===== src/rtl/johnson_decoder.sv =====
// Decodes a sampled Johnson (twisted-ring) counter word into its binary position and
// tracks whether successive samples follow the expected count sequence.
module johnson_decoder #(
   parameter int unsigned N = 4,
   localparam int unsigned W = $clog2(2 * N)
) (
   input  logic         clk,
   input  logic         reset,
   input  logic         in_valid,
   input  logic [N-1:0] code,
   output logic         out_valid,
   output logic [W-1:0] index,
   output logic         code_err,
   output logic         seq_err,
   output logic         locked,
   output logic [7:0]   err_count
);

   localparam logic [1:0] StUnlocked = 2'd0;
   localparam logic [1:0] StAcquire  = 2'd1;
   localparam logic [1:0] StLocked   = 2'd2;

   localparam logic [W-1:0] LastIdx = W'(2 * N - 1);

   logic [1:0]   state_q, state_d;
   logic [W-1:0] ref_q, ref_d;
   logic [W-1:0] index_q, index_d;
   logic         out_valid_q, out_valid_d;
   logic         code_err_q, code_err_d;
   logic         seq_err_q, seq_err_d;
   logic [7:0]   err_count_q, err_count_d;

   logic         dec_legal;
   logic [W-1:0] dec_idx;
   logic [W-1:0] succ_idx;

   // Pattern k: k low ones for k <= N, otherwise ones from bit (k-N) upward.
   always_comb begin
      logic [N-1:0] pat;
      dec_legal = 1'b0;
      dec_idx   = '0;
      pat       = '0;
      for (int k = 0; k < 2 * N; k++) begin
         for (int i = 0; i < N; i++) begin
            pat[i] = (k <= N) ? (i < k) : (i >= k - N);
         end
         if (code == pat) begin
            dec_legal = 1'b1;
            dec_idx   = W'(k);
         end
      end
   end

   assign succ_idx = (ref_q == LastIdx) ? '0 : ref_q + 1'b1;

   always_comb begin
      state_d     = state_q;
      ref_d       = ref_q;
      index_d     = index_q;
      out_valid_d = 1'b0;
      code_err_d  = 1'b0;
      seq_err_d   = 1'b0;
      err_count_d = err_count_q;
      if (in_valid) begin
         out_valid_d = 1'b1;
         if (dec_legal) begin
            index_d = dec_idx;
            ref_d   = dec_idx;
         end
         case (state_q)
            StUnlocked: begin
               if (dec_legal) state_d = StAcquire;
               else           code_err_d = 1'b1;
            end
            StAcquire: begin
               if (!dec_legal) begin
                  code_err_d = 1'b1;
                  state_d    = StUnlocked;
               end else if (dec_idx == succ_idx) begin
                  state_d = StLocked;
               end
            end
            StLocked: begin
               if (!dec_legal) begin
                  code_err_d = 1'b1;
                  state_d    = StUnlocked;
               end else if (dec_idx != succ_idx) begin
                  seq_err_d = 1'b1;
                  state_d   = StAcquire;
               end
            end
            default: state_d = StUnlocked;
         endcase
         if ((code_err_d || seq_err_d) && (err_count_q != 8'hFF)) begin
            err_count_d = err_count_q + 8'd1;
         end
      end
   end

   always_ff @(posedge clk) begin
      if (reset) begin
         state_q     <= StUnlocked;
         ref_q       <= '0;
         index_q     <= '0;
         out_valid_q <= 1'b0;
         code_err_q  <= 1'b0;
         seq_err_q   <= 1'b0;
         err_count_q <= 8'd0;
      end else begin
         state_q     <= state_d;
         ref_q       <= ref_d;
         index_q     <= index_d;
         out_valid_q <= out_valid_d;
         code_err_q  <= code_err_d;
         seq_err_q   <= seq_err_d;
         err_count_q <= err_count_d;
      end
   end

   assign out_valid = out_valid_q;
   assign index     = index_q;
   assign code_err  = code_err_q;
   assign seq_err   = seq_err_q;
   assign locked    = (state_q == StLocked);
   assign err_count = err_count_q;

endmodule

===== config.mk =====
export PLATFORM = sky130hd
export DESIGN_NAME = johnson_decoder
export DESIGN_NICKNAME = d
export VERILOG_FILES = /design/src/rtl/johnson_decoder.sv
export SDC_FILE = /design/constraint.sdc
export NUM_CORES = 1
export LEC_CHECK = 0
export BUFFER_PORTS_ARGS = -buffer_cell sky130_fd_sc_hd__buf_2
export CAP_MARGIN = 20
export CORE_MARGIN = 2
export CORE_UTILIZATION = 45
export CTS_CLUSTER_SIZE = 24
export DETAILED_ROUTE_END_ITERATION = 16
export GPL_TIMING_DRIVEN = 0
export PLACE_DENSITY = 0.68
export SKIP_LAST_GASP = 1
export SYNTH_ARGS = -nofsm -noshare
export SYNTH_HDL_FRONTEND = slang
export SYNTH_SLANG_ARGS = --single-unit
export TNS_END_PERCENT = 20

===== constraint.sdc =====
create_clock -name clk -period 2.37 [get_ports clk]
set_clock_uncertainty 0.15 [all_clocks]
set_input_delay 0.474 -clock clk [delete_from_list [all_inputs] [get_ports clk]]
set_output_delay 0.474 -clock clk [all_outputs]
set_load 0.01 [all_outputs]

==> results.cfg <==
[route]
viasPerCell = 5.48
dr.pass1.iters = 4
drc = 0
routedWlPerCell_um = 12.1
wl_um = 1980
drtAntennaViolNets = 0
num_vias = 898
drtIter0Drc = 15

[power_and_ir_drop]
power.density_nw_per_um2 = 510
p_seq_share_pct = 49.5
vdd_drop_max_mv = 0.276
switching_share_pct = 28.0
power_leakage_uw = 0.000461
p_comb_share_pct = 19.1
p_int_uw = 416
pwr-share-clk_pct = 31.4
power.switching_uw = 162

[synth]
synth_area_um2 = 970
syn-num-nets = 124
syn_area_per_cell_um2 = 8.51
netlist_instances = 114
synth_top_area_share_pct = 33.0
synth.largest_area_cell = dfxtp_1
ys_warn_count = 0
synth-seq-cells = 16
synth_cell_types = 42
synth_area_leaders = dfxtp_1 33%, a21oi_1 5.7%, or3_1 4.5%
ys_seq_area_share_pct = 33.0

[final_layout]
mostFrequentLayoutCell = buf_2
diodes = 0
layout-drive-gt1-share_pct = 25.5
instances_no_fill = 164
final_cell_mix = 20 x buf_2, 16 x dfxtp_1, 11 x a21oi_1, 10 x nand2_1, 8 x nand3_1
fin_nets = 148
synthToLayoutAreaGrowth_pct = 17.0

[clock_tree]
cts_sinks = 16
cts_hold_buf = 0
htreeDepth = 1
cts_buffers = 3
worstSkewPairLatency_ns = 0.29
root_buffer = clkbuf_4
cts_tree = done
cts_buffer_depth = 2
path_clk_slew_ns = 0.10

[min_path]
hp-class = in2reg

[global_route]
grt_use_total_pct = 18.0
grt_pass1_wl_um = 3490
grt_pass1_vias = 831
antenna_found_initial = 0
gr-total-overflow = 0
grt_max_degree = 11

[placement]
port_buffers = 19
gp_congestion = 0.801
dpl.hpwl_um = 1520
dp_cells = 160

[floorplan]
die_area_um2 = 2540
core_area_um2 = 2000
die_h_um = 50.4
pin_count = 22
initial_utilization_pct = 48.4
rows = 16
die_w_um = 50.4

[critical_path]
cp_max_fo = 10
cp_data_arrival_time_ns = 2.23
startpoint_type = register
worstPathRequired_ns = 2.38
cp-end-kind = register
criticalPathCategory = reg2reg

[run_status]
outcome = completed

[sta]
setup_violations = 0
worstMarginPinSlew_ns = 0.465
hold_viol = 0
period_share_pct = 93.3
slew_viol_final = 0
max_freq_mhz = 452
rsz0062_at_grt = false
period_minus_slack_ns = 2.21
setup_tns_ns = 0
maxSlewHeadroom_pct = 69.0

[flow_run]
maxCapViolations = 0
-- metrics by stage --
step | total power [uW] | worst slack, ns | area (um2) | utilization [%] | hold WS, ns
finish | 578 | 0.158 | 1130 | 56.7 | 0.256
floorplan | 373 | 0.151 | 970 | - | 0.358
CTS | 585 | 0.117 | 1130 | 56.7 | 0.247
global placement | 400 | -0.0608 | 1100 | 54.9 | 0.332
detailed placement | 403 | -0.0857 | 1100 | 54.9 | 0.347
global route | 612 | 0.00753 | 1130 | 56.7 | 0.257
-- flip-flops by register name (all words and copies together) (netlist names) --
name,cells
index,3
out_valid,1
state_q,2
err_count,8
code_err,1
seq_err,1
-- cells in the mapped netlist (all sizes together) --
library cell,number
nor4b,1
o21ai,8
a211oi,2
nand3,8
xor2,3
mux2i,1
and2,1
a21o,1
a21oi,11
o31ai,2
buf,4
a211o,1
a21boi,2
xnor2,1
nor4,1
nor2b,2
or3,8
nand4,2
nand2b,3
nand3b,2
a31oi,1
nand2,10
o41ai,1
or4,1
clkbuf,2
a2111oi,2
ha,3
or3b,1
dfxtp,16
or2,3
nor2,6
inv,2
o211ai,2
-- path summary, 6_finish.rpt --
check / from / to / slack, ns / depth (start not counted)
setup / recovery: index[0] / err_count[1] / 0.16 / 9
hold / removal: reset / index[1] / 0.26 / 2
setup reg to reg: index[0] / err_count[1] / 0.16 / 9
hold reg to reg: index[0] / index[0] / 0.36 / 2
-- cells by family (layout without fill, tap and decap cells) --
logic type                 after synthesis  count (layout)  synth area share [%]
and+or+nand+nor                         49              49                  29.7
AOI/OAI and AO/OA                       33              33                  22.8
DFF                                     16              16                  33.0
buffers and inverters                    8              31                  5.16
xor gates and xnor gates                 4               4                  4.39
adders and majority gates                3               3                  3.87
muxes                                    1               1                  1.03
-- critical path, stage by stage (launching register included) --
cell and delay [ns]:
dfxtp_1 0.35, ha_1 0.20, ha_1 0.19, nor2b_1 0.17
a21o_1 0.14, nand4_4 0.15, o31ai_4 0.31, buf_6 0.19
mux2i_1 0.19, nor2_1 0.05
-- per-layer routing --
layer,up-vias,share of wire (%),track usage (%)
li1,468,-,-
met5,-,0,0
met4,0,1.8,8.11
met2,12,44,29.2
met1,414,51,23.5
met3,4,3.0,2.68
-- layout make-up --
type                            count  area [um2]
Tap cell                           27        33.8
Multi-Input combinational cell     90         599
Inverter                            2        7.51
Fill cell                         199         867
Timing Repair Buffer               19        95.1
Buffer                              6        42.5
Sequential cell                    16         320
Clock buffer                        4        36.3
-- power by group through the flow --
| stage | logic (uW) | registers, uW | clock network (uW) |
|---|---|---|---|
| global route | 124 | 288 | 199 |
| finish | 110 | 286 | 182 |
| detailed placement | 110 | 293 | 0 |
| CTS | 111 | 286 | 188 |
| floorplan | 78.6 | 295 | 0 |
| global placement | 107 | 292 | 0 |
-- timing repair --
| action | in CTS | in global routing |
|---|---|---|
| endpoints found under the hold margin | 0 | 0 |
| setup buffers | 0 | 0 |
| endpoints found under the setup margin | 0 | 2 |
| gates resized for setup | 0 | 0 |
(Power assumes the default switching activity.)
